==> src/rtl/dvfs_sequencer_pkg.sv <==
// Shared definitions for the DVFS sequencer: FSM encoding, reset codes and
// the voltage-dependent frequency ceiling.
package dvfs_sequencer_pkg;

  typedef enum logic [1:0] {
    ST_IDLE   = 2'd0,
    ST_V_UP   = 2'd1,
    ST_F_CHG  = 2'd2,
    ST_V_DOWN = 2'd3
  } dvfs_state_t;

  localparam logic [1:0] V_RST = 2'b01;
  localparam logic [2:0] F_RST = 3'b010;

  // Highest frequency code a voltage code can sustain: 2*V+1.
  function automatic logic [2:0] fmax(input logic [1:0] v);
    return {v, 1'b1};
  endfunction

  function automatic logic [2:0] clamp_f(input logic [1:0] v, input logic [2:0] f);
    return (f > fmax(v)) ? fmax(v) : f;
  endfunction

endpackage

==> src/rtl/dvfs_sequencer_if.sv <==
// Request/status bundle between the power manager and the DVFS sequencer.
interface dvfs_sequencer_if;

  logic       power_save;
  logic [1:0] vcore1_req, vcore2_req, vmem_req;
  logic [2:0] fcore1_req, fcore2_req, fmem_req;
  logic [1:0] vcore1_out, vcore2_out, vmem_out;
  logic [2:0] fcore1_out, fcore2_out, fmem_out;
  logic [2:0] clk_en;
  logic [2:0] busy;
  logic [2:0] done;
  logic [2:0] clamp;
  logic       ps_ack;

  modport master (
    output power_save, vcore1_req, vcore2_req, vmem_req,
           fcore1_req, fcore2_req, fmem_req,
    input  vcore1_out, vcore2_out, vmem_out, fcore1_out, fcore2_out, fmem_out,
           clk_en, busy, done, clamp, ps_ack
  );

  modport slave (
    input  power_save, vcore1_req, vcore2_req, vmem_req,
           fcore1_req, fcore2_req, fmem_req,
    output vcore1_out, vcore2_out, vmem_out, fcore1_out, fcore2_out, fmem_out,
           clk_en, busy, done, clamp, ps_ack
  );

endinterface

==> src/rtl/dvfs_domain_seq.sv <==
// Single-domain voltage/frequency sequencer: raises voltage before frequency,
// lowers frequency before voltage, and gates the domain clock while the PLL relocks.
module dvfs_domain_seq
  import dvfs_sequencer_pkg::*;
#(
  parameter int unsigned VSTEP_CYC = 8,
  parameter int unsigned FLOCK_CYC = 4
) (
  input  logic       clk,
  input  logic       rst_n,
  input  logic [1:0] v_req,
  input  logic [2:0] f_req,
  output logic [1:0] v_out,
  output logic [2:0] f_out,
  output logic       clk_en,
  output logic       busy,
  output logic       done,
  output logic       clamp
);

  // A zero parameter behaves as a one-cycle wait.
  localparam logic [7:0] VLOAD = (VSTEP_CYC == 0) ? 8'd0 : 8'(VSTEP_CYC - 1);
  localparam logic [7:0] FLOAD = (FLOCK_CYC == 0) ? 8'd0 : 8'(FLOCK_CYC - 1);

  dvfs_state_t state, state_nxt;
  logic [1:0]  v_tgt, v_tgt_nxt, v_nxt;
  logic [2:0]  f_tgt, f_tgt_nxt, f_nxt;
  logic [7:0]  cnt, cnt_nxt;
  logic        clamp_lat, clamp_lat_nxt;
  logic        clk_en_nxt, busy_nxt, done_nxt, clamp_nxt;
  logic [2:0]  f_req_cl;

  assign f_req_cl = clamp_f(v_req, f_req);

  always_ff @(posedge clk or negedge rst_n) begin
    if (!rst_n) begin
      state     <= ST_IDLE;
      v_out     <= V_RST;
      f_out     <= F_RST;
      v_tgt     <= V_RST;
      f_tgt     <= F_RST;
      cnt       <= 8'd0;
      clamp_lat <= 1'b0;
      clk_en    <= 1'b1;
      busy      <= 1'b0;
      done      <= 1'b0;
      clamp     <= 1'b0;
    end else begin
      state     <= state_nxt;
      v_out     <= v_nxt;
      f_out     <= f_nxt;
      v_tgt     <= v_tgt_nxt;
      f_tgt     <= f_tgt_nxt;
      cnt       <= cnt_nxt;
      clamp_lat <= clamp_lat_nxt;
      clk_en    <= clk_en_nxt;
      busy      <= busy_nxt;
      done      <= done_nxt;
      clamp     <= clamp_nxt;
    end
  end

  always_comb begin
    state_nxt     = state;
    v_nxt         = v_out;
    f_nxt         = f_out;
    v_tgt_nxt     = v_tgt;
    f_tgt_nxt     = f_tgt;
    cnt_nxt       = cnt;
    clamp_lat_nxt = clamp_lat;
    clk_en_nxt    = clk_en;
    busy_nxt      = busy;
    done_nxt      = 1'b0;
    clamp_nxt     = 1'b0;

    unique case (state)
      ST_IDLE: begin
        if ((v_req != v_out) || (f_req_cl != f_out)) begin
          v_tgt_nxt     = v_req;
          f_tgt_nxt     = f_req_cl;
          clamp_lat_nxt = (f_req > fmax(v_req));
          busy_nxt      = 1'b1;
          cnt_nxt       = 8'd0;
          if (v_req > v_out)
            state_nxt = ST_V_UP;
          else if ((v_req < v_out) && (f_req_cl == f_out))
            state_nxt = ST_V_DOWN;
          else
            state_nxt = ST_F_CHG;
        end
      end

      ST_V_UP: begin
        if (cnt != 8'd0) begin
          cnt_nxt = cnt - 8'd1;
        end else if (v_out != v_tgt) begin
          v_nxt   = 2'(v_out + 2'd1);
          cnt_nxt = VLOAD;
        end else if (f_out != f_tgt) begin
          state_nxt  = ST_F_CHG;
          f_nxt      = f_tgt;
          clk_en_nxt = 1'b0;
          cnt_nxt    = FLOAD;
        end else begin
          state_nxt = ST_IDLE;
          busy_nxt  = 1'b0;
          done_nxt  = 1'b1;
          clamp_nxt = clamp_lat;
        end
      end

      ST_F_CHG: begin
        // clk_en still high means the frequency switch has not been applied yet.
        if (clk_en) begin
          f_nxt      = f_tgt;
          clk_en_nxt = 1'b0;
          cnt_nxt    = FLOAD;
        end else if (cnt != 8'd0) begin
          cnt_nxt = cnt - 8'd1;
        end else begin
          clk_en_nxt = 1'b1;
          if (v_out != v_tgt) begin
            state_nxt = ST_V_DOWN;
            v_nxt     = 2'(v_out - 2'd1);
            cnt_nxt   = VLOAD;
          end else begin
            state_nxt = ST_IDLE;
            busy_nxt  = 1'b0;
            done_nxt  = 1'b1;
            clamp_nxt = clamp_lat;
          end
        end
      end

      ST_V_DOWN: begin
        if (cnt != 8'd0) begin
          cnt_nxt = cnt - 8'd1;
        end else if (v_out != v_tgt) begin
          v_nxt   = 2'(v_out - 2'd1);
          cnt_nxt = VLOAD;
        end else begin
          state_nxt = ST_IDLE;
          busy_nxt  = 1'b0;
          done_nxt  = 1'b1;
          clamp_nxt = clamp_lat;
        end
      end

      default: state_nxt = ST_IDLE;
    endcase
  end

endmodule

==> src/rtl/dvfs_sequencer.sv <==
// Three-domain DVFS sequencer (core1, core2, mem) with power-save acknowledge.
module dvfs_sequencer
  import dvfs_sequencer_pkg::*;
#(
  parameter int unsigned VSTEP_CYC = 8,
  parameter int unsigned FLOCK_CYC = 4
) (
  input  logic              clk,
  input  logic              rst_n,
  dvfs_sequencer_if.slave   bus
);

  logic [1:0] v_out_w [3];
  logic [2:0] f_out_w [3];
  logic [2:0] clk_en_w, busy_w, done_w, clamp_w;
  logic       ps_ack_r;

  dvfs_domain_seq #(.VSTEP_CYC(VSTEP_CYC), .FLOCK_CYC(FLOCK_CYC)) u_core1 (
    .clk(clk), .rst_n(rst_n), .v_req(bus.vcore1_req), .f_req(bus.fcore1_req),
    .v_out(v_out_w[0]), .f_out(f_out_w[0]), .clk_en(clk_en_w[0]),
    .busy(busy_w[0]), .done(done_w[0]), .clamp(clamp_w[0])
  );

  dvfs_domain_seq #(.VSTEP_CYC(VSTEP_CYC), .FLOCK_CYC(FLOCK_CYC)) u_core2 (
    .clk(clk), .rst_n(rst_n), .v_req(bus.vcore2_req), .f_req(bus.fcore2_req),
    .v_out(v_out_w[1]), .f_out(f_out_w[1]), .clk_en(clk_en_w[1]),
    .busy(busy_w[1]), .done(done_w[1]), .clamp(clamp_w[1])
  );

  dvfs_domain_seq #(.VSTEP_CYC(VSTEP_CYC), .FLOCK_CYC(FLOCK_CYC)) u_mem (
    .clk(clk), .rst_n(rst_n), .v_req(bus.vmem_req), .f_req(bus.fmem_req),
    .v_out(v_out_w[2]), .f_out(f_out_w[2]), .clk_en(clk_en_w[2]),
    .busy(busy_w[2]), .done(done_w[2]), .clamp(clamp_w[2])
  );

  // Acknowledge only once every domain has settled.
  always_ff @(posedge clk or negedge rst_n) begin
    if (!rst_n) ps_ack_r <= 1'b0;
    else        ps_ack_r <= bus.power_save && (busy_w == 3'b000);
  end

  assign bus.vcore1_out = v_out_w[0];
  assign bus.vcore2_out = v_out_w[1];
  assign bus.vmem_out   = v_out_w[2];
  assign bus.fcore1_out = f_out_w[0];
  assign bus.fcore2_out = f_out_w[1];
  assign bus.fmem_out   = f_out_w[2];
  assign bus.clk_en     = clk_en_w;
  assign bus.busy       = busy_w;
  assign bus.done       = done_w;
  assign bus.clamp      = clamp_w;
  assign bus.ps_ack     = ps_ack_r;

endmodule

==> src/flat_wrapper.sv <==
// flat-port wrapper written by rule: the top's interface ports become plain ports
module dvfs_sequencer_flat import dvfs_sequencer_pkg::*;
#(
  parameter int unsigned VSTEP_CYC = 8,
  parameter int unsigned FLOCK_CYC = 4
)
  (clk, rst_n, bus_power_save, bus_vcore1_req, bus_vcore2_req, bus_vmem_req, bus_fcore1_req, bus_fcore2_req, bus_fmem_req, bus_vcore1_out, bus_vcore2_out, bus_vmem_out, bus_fcore1_out, bus_fcore2_out, bus_fmem_out, bus_clk_en, bus_busy, bus_done, bus_clamp, bus_ps_ack);
  dvfs_sequencer_if bus_i ();
  input  logic clk;
  input  logic rst_n;
  input wire logic [$bits(bus_i.power_save)-1:0] bus_power_save;
  input wire logic [$bits(bus_i.vcore1_req)-1:0] bus_vcore1_req;
  input wire logic [$bits(bus_i.vcore2_req)-1:0] bus_vcore2_req;
  input wire logic [$bits(bus_i.vmem_req)-1:0] bus_vmem_req;
  input wire logic [$bits(bus_i.fcore1_req)-1:0] bus_fcore1_req;
  input wire logic [$bits(bus_i.fcore2_req)-1:0] bus_fcore2_req;
  input wire logic [$bits(bus_i.fmem_req)-1:0] bus_fmem_req;
  output wire logic [$bits(bus_i.vcore1_out)-1:0] bus_vcore1_out;
  output wire logic [$bits(bus_i.vcore2_out)-1:0] bus_vcore2_out;
  output wire logic [$bits(bus_i.vmem_out)-1:0] bus_vmem_out;
  output wire logic [$bits(bus_i.fcore1_out)-1:0] bus_fcore1_out;
  output wire logic [$bits(bus_i.fcore2_out)-1:0] bus_fcore2_out;
  output wire logic [$bits(bus_i.fmem_out)-1:0] bus_fmem_out;
  output wire logic [$bits(bus_i.clk_en)-1:0] bus_clk_en;
  output wire logic [$bits(bus_i.busy)-1:0] bus_busy;
  output wire logic [$bits(bus_i.done)-1:0] bus_done;
  output wire logic [$bits(bus_i.clamp)-1:0] bus_clamp;
  output wire logic [$bits(bus_i.ps_ack)-1:0] bus_ps_ack;
  assign bus_i.power_save = bus_power_save;
  assign bus_i.vcore1_req = bus_vcore1_req;
  assign bus_i.vcore2_req = bus_vcore2_req;
  assign bus_i.vmem_req = bus_vmem_req;
  assign bus_i.fcore1_req = bus_fcore1_req;
  assign bus_i.fcore2_req = bus_fcore2_req;
  assign bus_i.fmem_req = bus_fmem_req;
  assign bus_vcore1_out = bus_i.vcore1_out;
  assign bus_vcore2_out = bus_i.vcore2_out;
  assign bus_vmem_out = bus_i.vmem_out;
  assign bus_fcore1_out = bus_i.fcore1_out;
  assign bus_fcore2_out = bus_i.fcore2_out;
  assign bus_fmem_out = bus_i.fmem_out;
  assign bus_clk_en = bus_i.clk_en;
  assign bus_busy = bus_i.busy;
  assign bus_done = bus_i.done;
  assign bus_clamp = bus_i.clamp;
  assign bus_ps_ack = bus_i.ps_ack;
  dvfs_sequencer #(.VSTEP_CYC(VSTEP_CYC), .FLOCK_CYC(FLOCK_CYC)) u_core (.clk(clk), .rst_n(rst_n), .bus(bus_i));
endmodule
==> config.mk <==
export PLATFORM = sky130hd
export DESIGN_NAME = dvfs_sequencer_flat
export DESIGN_NICKNAME = d
export VERILOG_FILES = /design/src/rtl/dvfs_sequencer_pkg.sv /design/src/rtl/dvfs_sequencer_if.sv /design/src/rtl/dvfs_domain_seq.sv /design/src/rtl/dvfs_sequencer.sv /design/src/flat_wrapper.sv
export SDC_FILE = /design/constraint.sdc
export NUM_CORES = 1
export LEC_CHECK = 0
export ABC_AREA = 1
export BUFFER_PORTS_ARGS = -buffer_cell sky130_fd_sc_hd__buf_4
export CAP_MARGIN = 20
export CELL_PAD_IN_SITES_DETAIL_PLACEMENT = 1
export CELL_PAD_IN_SITES_GLOBAL_PLACEMENT = 2
export CORE_MARGIN = 1.5
export CORE_UTILIZATION = 30
export CTS_CLUSTER_SIZE = 28
export DETAILED_ROUTE_END_ITERATION = 16
export GPL_TIMING_DRIVEN = 0
export PLACE_DENSITY_LB_ADDON = 0.2
export SYNTH_ARGS = -nofsm -noshare
export SYNTH_HDL_FRONTEND = slang
export SYNTH_HIERARCHICAL = 1
export SYNTH_SLANG_ARGS = --single-unit
==> constraint.sdc <==
create_clock -name clk -period 2.45 [get_ports clk]
set_input_delay 0.245 -clock clk [delete_from_list [all_inputs] [get_ports clk]]
set_output_delay 0.245 -clock clk [all_outputs]
set_load 0.01 [all_outputs]
== Word level (Yosys, flattened, before mapping) ==
Index checks and enable logic that the tools add are counted.

* Latch bits: 0
* Bits of input ports: 18
* ROM bits: 0
* Output and inout port bits: 28
* RAM bits: 0
* Memories kept: 0
* Word-level logic and storage cells: 333
* Bits in registers: 76

* Shift operators: 0
* $add $sub $neg: 9
* Bitwise gates (word level): 0
* Reduce and logical (&&, ||, !) cells: 41
* Eq/ne operators: 60
* $mul: 0
* Divide/modulo/power cells: 0
* Order comparisons: 9
* Mux-type cells: 180

{| class="wikitable"
|+ Operators by type and width
! cell !! count
|-
| $mux 8 || 21
|-
| $pmux 8 s4 || 3
|-
| $mux 2 || 45
|-
| $mux 1 || 75
|-
| $ne 2x2->1 const B || 33
|-
| $mux 3 || 15
|-
| $reduce_and 5->1 || 6
|-
| $pmux 2 s4 || 3
|-
| $reduce_and 4->1 || 6
|-
| $reduce_bool 8->1 || 3
|-
| $sub 8x1->8 const B || 3
|-
| $reduce_and 7->1 || 3
|-
| $ne 3x3->1 || 6
|-
| $pmux 1 s3 || 6
|-
| $pmux 2 s3 || 3
|-
| $pmux 3 s2 || 3
|-
| $eq 2x2->1 const B || 6
|-
| $ne 2x2->1 || 6
|-
| $ne 4x4->1 const B || 3
|-
| $pmux 1 s4 || 3
|-
| $reduce_and 2->1 || 6
|-
| $eq 3x3->1 || 3
|-
| $gt 3x3->1 || 3
|-
| $reduce_bool 3->1 || 3
|-
| 11 further kinds || 32
|}

== Depth between registers and ports, before layout ==
* Word-level depth: 8
* Gate-level depth with buffers: 15
* Mapped depth without buffers: 15

== Hierarchy ==
Netlist, hierarchy kept.

{| class="wikitable"
|+ By module, submodules not included
! module !! cells each !! times used !! seq. area each (um^2) !! area each (um^2)
|-
| dvfs_domain_seq at u_core.u_mem || 227 || 1 || 631.9 || 1784.2
|-
| dvfs_domain_seq at u_core.u_core1 || 218 || 1 || 631.9 || 1714.1
|-
| dvfs_domain_seq at u_core.u_core2 || 228 || 1 || 631.9 || 1696.6
|-
| dvfs_sequencer || 7 || 1 || 25.0 || 47.5
|}

== Worst setup path before layout ==
OpenSTA, ideal clock, no wires.

* Path kind: in2reg
* From: in bus_vmem_req[1]
* To: reg u_core.u_mem.cnt[0]
* Path slack: 749 ps
* Data arrival time: 1585 ps
* Required time: 2334 ps
* Setup time: 116 ps
* Cell stages on the path: 11
* Path buffers: 0
* Path through: inv_1 -> ha_1 -> a21oi_2 -> nand2_1 -> xor2_1 -> nor2_4 -> nand4_4 -> nand2_4 -> inv_4 -> nand2_1 -> nand2_1

* Longest elaborated chain between the ends: 6
* Elaborated cells between the ends (all ways): 7
* Classes of those cells: order compare (1); eq/ne (3); mux (1); reduce/logical (2)

{| class="wikitable"
|+ Ends and longest elaborated chain
! element !! RTL line !! RTL
|-
| start, declared || flat_wrapper.sv:14 || <nowiki>input wire logic [$bits(bus_i.vmem_req)-1:0] bus_vmem_req;</nowiki>
|-
| $gt 3x3->1 || dvfs_sequencer_pkg.sv:21 || <nowiki>return (f > fmax(v)) ? fmax(v) : f;</nowiki>
|-
| $mux 3 || dvfs_sequencer_pkg.sv:21 ||
|-
| $ne 3x3->1 || dvfs_domain_seq.sv:78 || <nowiki>if ((v_req != v_out) || (f_req_cl != f_out)) begin</nowiki>
|-
| $logic_or 1x1->1 (*) || dvfs_domain_seq.sv:78 ||
|-
| $ne 2x2->1 (no line) (*) || - ||
|-
| $reduce_and 2->1 (no line) (*) || - ||
|-
| end signal, assigned || dvfs_domain_seq.sv:54 || <nowiki>cnt <= cnt_nxt;</nowiki>
|-
| end, declared || dvfs_domain_seq.sv:28 || <nowiki>logic [7:0] cnt, cnt_nxt;</nowiki>
|}

Mark *: on every way between the ends. The rest lies on a longest branch, timed or not.
A chain may end at the register's enable or synchronous reset.

== Worst setup path in the final report ==
* From: reg u_core.u_mem.cnt[0]
* To: reg u_core.u_mem.busy

* Longest elaborated chain between the ends: 4
* Elaborated cells between the ends (all ways): 6
* Classes of those cells: eq/ne (1); mux (3); reduce/logical (2)

{| class="wikitable"
|+ Ends and longest elaborated chain
! element !! RTL line !! RTL
|-
| $reduce_bool 8->1 (*) || dvfs_domain_seq.sv:94, dvfs_domain_seq.sv:118, dvfs_domain_seq.sv:136 ||
|-
| $mux 1 (2 in series) || - ||
|-
| $pmux 1 s4 || - ||
|-
| end signal, assigned || dvfs_domain_seq.sv:57 || <nowiki>busy <= busy_nxt;</nowiki>
|-
| end, declared || dvfs_domain_seq.sv:16 || <nowiki>output logic busy,</nowiki>
|}

Mark *: on every way between the ends. The rest lies on a longest branch, timed or not. The select of a mux whose other input is x is not followed.

==> results.yml <==
run_status:
  outcome: "completed"
clocking:
  cts_setup_buffers: 0
  htreeDepth: 3
  clock_latency_ps: 340
  root_buffer: "clkbuf_16"
  clkSinkCount: 76
  ctsResizeCount: 0
  clk_pin_slew_worst_paths_ps: 60
  clock_path_buffers: 2
  cts_tree: "built"
  numCtsBuffers: 9
  cts_hold_buf: 0
timing:
  setup_violations: 0
  slew_headroom_pct: 61.7
  final_max_slew_viol_count: 0
  post-route-period-util_pct: 78.1
  whs_ps: 134
  tightestPinTransition_ps: 573
  period_needed_ps: 1910
  setup_tns_ps: 0
  finalHoldViolCount: 0
  fmax_mhz: 523
  rsz0062_at_grt: "no"
  clock_skew_ps: 4.83
synthesis:
  yosys_most_used_dff: "dfrtp_1"
  netlist_area_mm2: 0.00524
  synth_cell_type_count: 43
  ys.warnings.count: 6
  synth_edf_count: 0
  yosysTopAreaCell: "dfrtp_1"
  ys_seq_area_share_pct: 36.6
  synth_area_leaders: "dfrtp_1, nand2_1, dfstp_2"
  synth-async-reset-ratio_pct: 100
  syn_area_per_cell_um2: 7.71
  syn-num-nets: 716
  synthCells: 680
  ys_ff_latch: 76
  synth_top_area_share_pct: 29.1
global_routing:
  grt_max_degree: 77
  overflow: 0
  gr-usage-met2_pct: 27.0
  grt-busiest-layer: "met2"
  grt_pass1_wl_mm: 23.7
  track_usage_pct: 16.3
  antenna_found_initial: 0
  grt_pass1_vias: 4755
  use_met1_pct: 21.9
  grtUsageMet3_pct: 2.13
placed_design:
  finalWeightedCongestion: 0.743
  hpwl_mm: 10.7
  portBuffers: 45
  placed_area_mm2: 0.00586
  dp.cells: 950
die:
  start_util_pct: 30.5
  die_w_um: 135
  coreArea_mm2: 0.0172
  die_h_um: 135
  rows: 48
  io_pins: 46
  die_area_mm2: 0.0183
worst_setup_path:
  critPathSlowestCell: "dfrtp_1"
  cpPeakStageDelay_ps: 410
  path_common_cell: "nand2_1"
  critPathCaptureType: "flop"
  cp_max_fo: 5
  cp_cell_sequence: "inv_1, ha_1, nand2_1, nor2_4, inv_1, a21oi_2, nand2_1, a21oi_1, nand2_1, nand2_1, o21ai_1"
  worst_setup_path_start_kind: "flop"
  critical-path-top-delay-family: "simple AND/OR/NAND/NOR gates"
  cp_num_buf_inv: 2
  cp.required_ps: 2680
  worstSetupPathType: "flop to flop"
  crit_arrival_ps: 2140
drt:
  vias_per_cell: 4.73
  vias: 4578
  drtAntennaViolNets: 0
  wirelength_mm: 13.8
  drtIter0Drc: 216
  drc: 0
  first_pass_iters: 4
  avgRoutedWirePerCell_um: 14.2
power:
  power.share.combinational_pct: 50.0
  leakagePower_nw: 3.04
  swShare_pct: 44.5
  switchingPower_mw: 2.97
  powerDensity_mw_per_mm2: 1080
  seqPwrFrac_pct: 31.0
  p_int_mw: 3.71
  max-vdd-ir-drop_mv: 0.418
  pwr-share-clk_pct: 19.0
layout:
  finalNonFillerCells: 968
  seq_area_mm2: 0.00192
  multi_input_area_mm2: 0.00288
  nFillCells: 2151
  fin_nets: 774
  area_growth_pct: 17.8
  final_area_mm2: 0.00617
  n_antenna_cell: 0
  drive_gt1_share_pct: 23.1
job:
  max_cap_violations: 0
hold_path:
  hold_path_class: "input port to flop"
==> cell usage in the layout, fill, tap and decap left out, types with 2 or more instances in the layout <==
cell type / netlist / final
clkbuf_1: 1 / 4
dfstp_2: 15 / 15
o211ai_1: 5 / 5
buf_6: 5 / 5
nand2_4: 3 / 3
clkbuf_16: 0 / 9
inv_2: 8 / 8
clkinv_2: 0 / 2
nor2_2: 9 / 9
o22ai_1: 3 / 3
xor2_1: 21 / 21
nand3_1: 37 / 37
o21ai_2: 13 / 13
o21ai_0: 21 / 21
a21oi_1: 23 / 23
o2111ai_1: 3 / 3
a21oi_2: 6 / 6
o311ai_0: 2 / 2
dfrtp_1: 61 / 61
a31oi_1: 3 / 3
a21boi_0: 3 / 3
nand3b_1: 6 / 6
o21ai_1: 18 / 18
ha_1: 18 / 18
xnor2_1: 10 / 10
clkbuf_8: 0 / 2
nand3_2: 9 / 9
nor2_4: 7 / 7
a211oi_1: 4 / 4
nand2_2: 26 / 26
inv_1: 87 / 87
buf_4: 0 / 45
nand2_1: 168 / 168
nor3_1: 4 / 4
nand4_2: 4 / 4
nand4_1: 8 / 8
nor2_1: 59 / 59
==> power groups by stage <==
stage | registers (mW) | clock network [mW] | logic, mW
floorplan | 2.05 | 0 | 2.45
global placement | 2.09 | 0 | 3.30
detailed placement | 2.10 | 0 | 3.38
CTS | 2.09 | 1.32 | 3.39
global route | 2.15 | 1.37 | 3.84
finish | 2.07 | 1.27 | 3.34
==> per-layer routing <==
layer | wire (um) | up-vias | share of wire, %
met5 | 0 | - | 0
met4 | 206 | 0 | 1.5
met3 | 209 | 11 | 1.5
met2 | 6590 | 35 | 48
met1 | 6780 | 2217 | 49
li1 | - | 2315 | -
==> state kept, by name (all words and copies together), names as in the netlist, 2 cells and up <==
register	cells
u_core/u_core1/v_tgt	2
u_core/u_core1/v_out	2
u_core/u_core2/f_out	3
u_core/u_mem/cnt	8
u_core/u_core1/cnt	8
u_core/u_core1/state	2
u_core/u_core2/v_out	2
u_core/u_core2/v_tgt	2
u_core/u_core2/cnt	8
u_core/u_core2/state	2
u_core/u_mem/f_tgt	3
u_core/u_mem/state	2
u_core/u_core1/f_out	3
u_core/u_core1/f_tgt	3
u_core/u_core2/f_tgt	3
u_core/u_mem/v_out	2
u_core/u_mem/f_out	3
u_core/u_mem/v_tgt	2
==> stage by stage <==
| step | util [%] | power, mW | worst slack (ps) |
|---|---|---|---|
| after CTS | 35.7 | 6.80 | 529 |
| after detailed placement | 34.1 | 5.48 | 373 |
| after floorplan | - | 4.49 | 749 |
| after global placement | 34.1 | 5.39 | 402 |
| final | 35.9 | 6.68 | 538 |
| after global routing | 35.9 | 7.36 | 320 |
==> tightest hold or removal path, cell delays in order <==
cell,delay (ps)
buf_4,110
nand2_1,50
nor2_1,40
==> cell usage after synthesis (2+ instances only) <==
| cell type | instances |
|---|---|
| o311ai_0 | 2 |
| nor2_2 | 9 |
| nor3_1 | 4 |
| xnor2_1 | 10 |
| buf_6 | 5 |
| nand4_2 | 4 |
| nand2_4 | 3 |
| a211oi_1 | 4 |
| a31oi_1 | 3 |
| o211ai_1 | 5 |
| nand2_2 | 26 |
| nand3_2 | 9 |
| a21oi_2 | 6 |
| nand3b_1 | 6 |
| o21ai_2 | 13 |
| inv_2 | 8 |
| xor2_1 | 21 |
| a21oi_1 | 23 |
| o2111ai_1 | 3 |
| o21ai_1 | 18 |
| ha_1 | 18 |
| a21boi_0 | 3 |
| dfrtp_1 | 61 |
| o22ai_1 | 3 |
| nand3_1 | 37 |
| nor2_4 | 7 |
| nand4_1 | 8 |
| dfstp_2 | 15 |
| nand2_1 | 168 |
| o21ai_0 | 21 |
| inv_1 | 87 |
| nor2_1 | 59 |
==> cell families (layout without fill, tap and decap cells) <==
kind of cell / after synthesis / in the layout / share of synthesized area (%)
and+or+nand+nor: 346 / 346 / 32.7
DFF: 76 / 76 / 36.6
buffers and inverters: 104 / 167 / 8.52
xor gates and xnor gates: 31 / 31 / 5.18
adders and majority gates: 18 / 18 / 4.30
AOI/OAI and AO/OA: 105 / 105 / 12.7
==> area by class of cell <==
type | instances | share of cell area, %
Clock buffer | 14 | 4.28
Buffer | 7 | 1.30
Clock inverter | 2 | 0.162
Sequential cell | 76 | 31.1
Timing Repair Buffer | 47 | 6.08
Multi-Input combinational cell | 500 | 46.6
Inverter | 97 | 5.94
Tap cell | 225 | 4.56
==> final timing paths <==
path | startpoint | to | slack [ps] | depth (start not counted)
worst max register to register | u_core/u_mem/cnt[0] | u_core/u_mem/busy | 540 | 11
max in group asynchronous | rst_n | u_core/u_core2/f_tgt[1] | 1440 | 3
worst min-delay path | bus_power_save | u_core/bus.ps_ack | 130 | 3
min in group asynchronous | rst_n | u_core/u_mem/cnt[5] | 370 | 2
worst max-delay path | u_core/u_mem/cnt[0] | u_core/u_mem/busy | 540 | 11
worst min register to register | u_core/u_mem/v_tgt[0] | u_core/u_mem/v_tgt[0] | 490 | 2
Power figures use the tool's default switching activity.
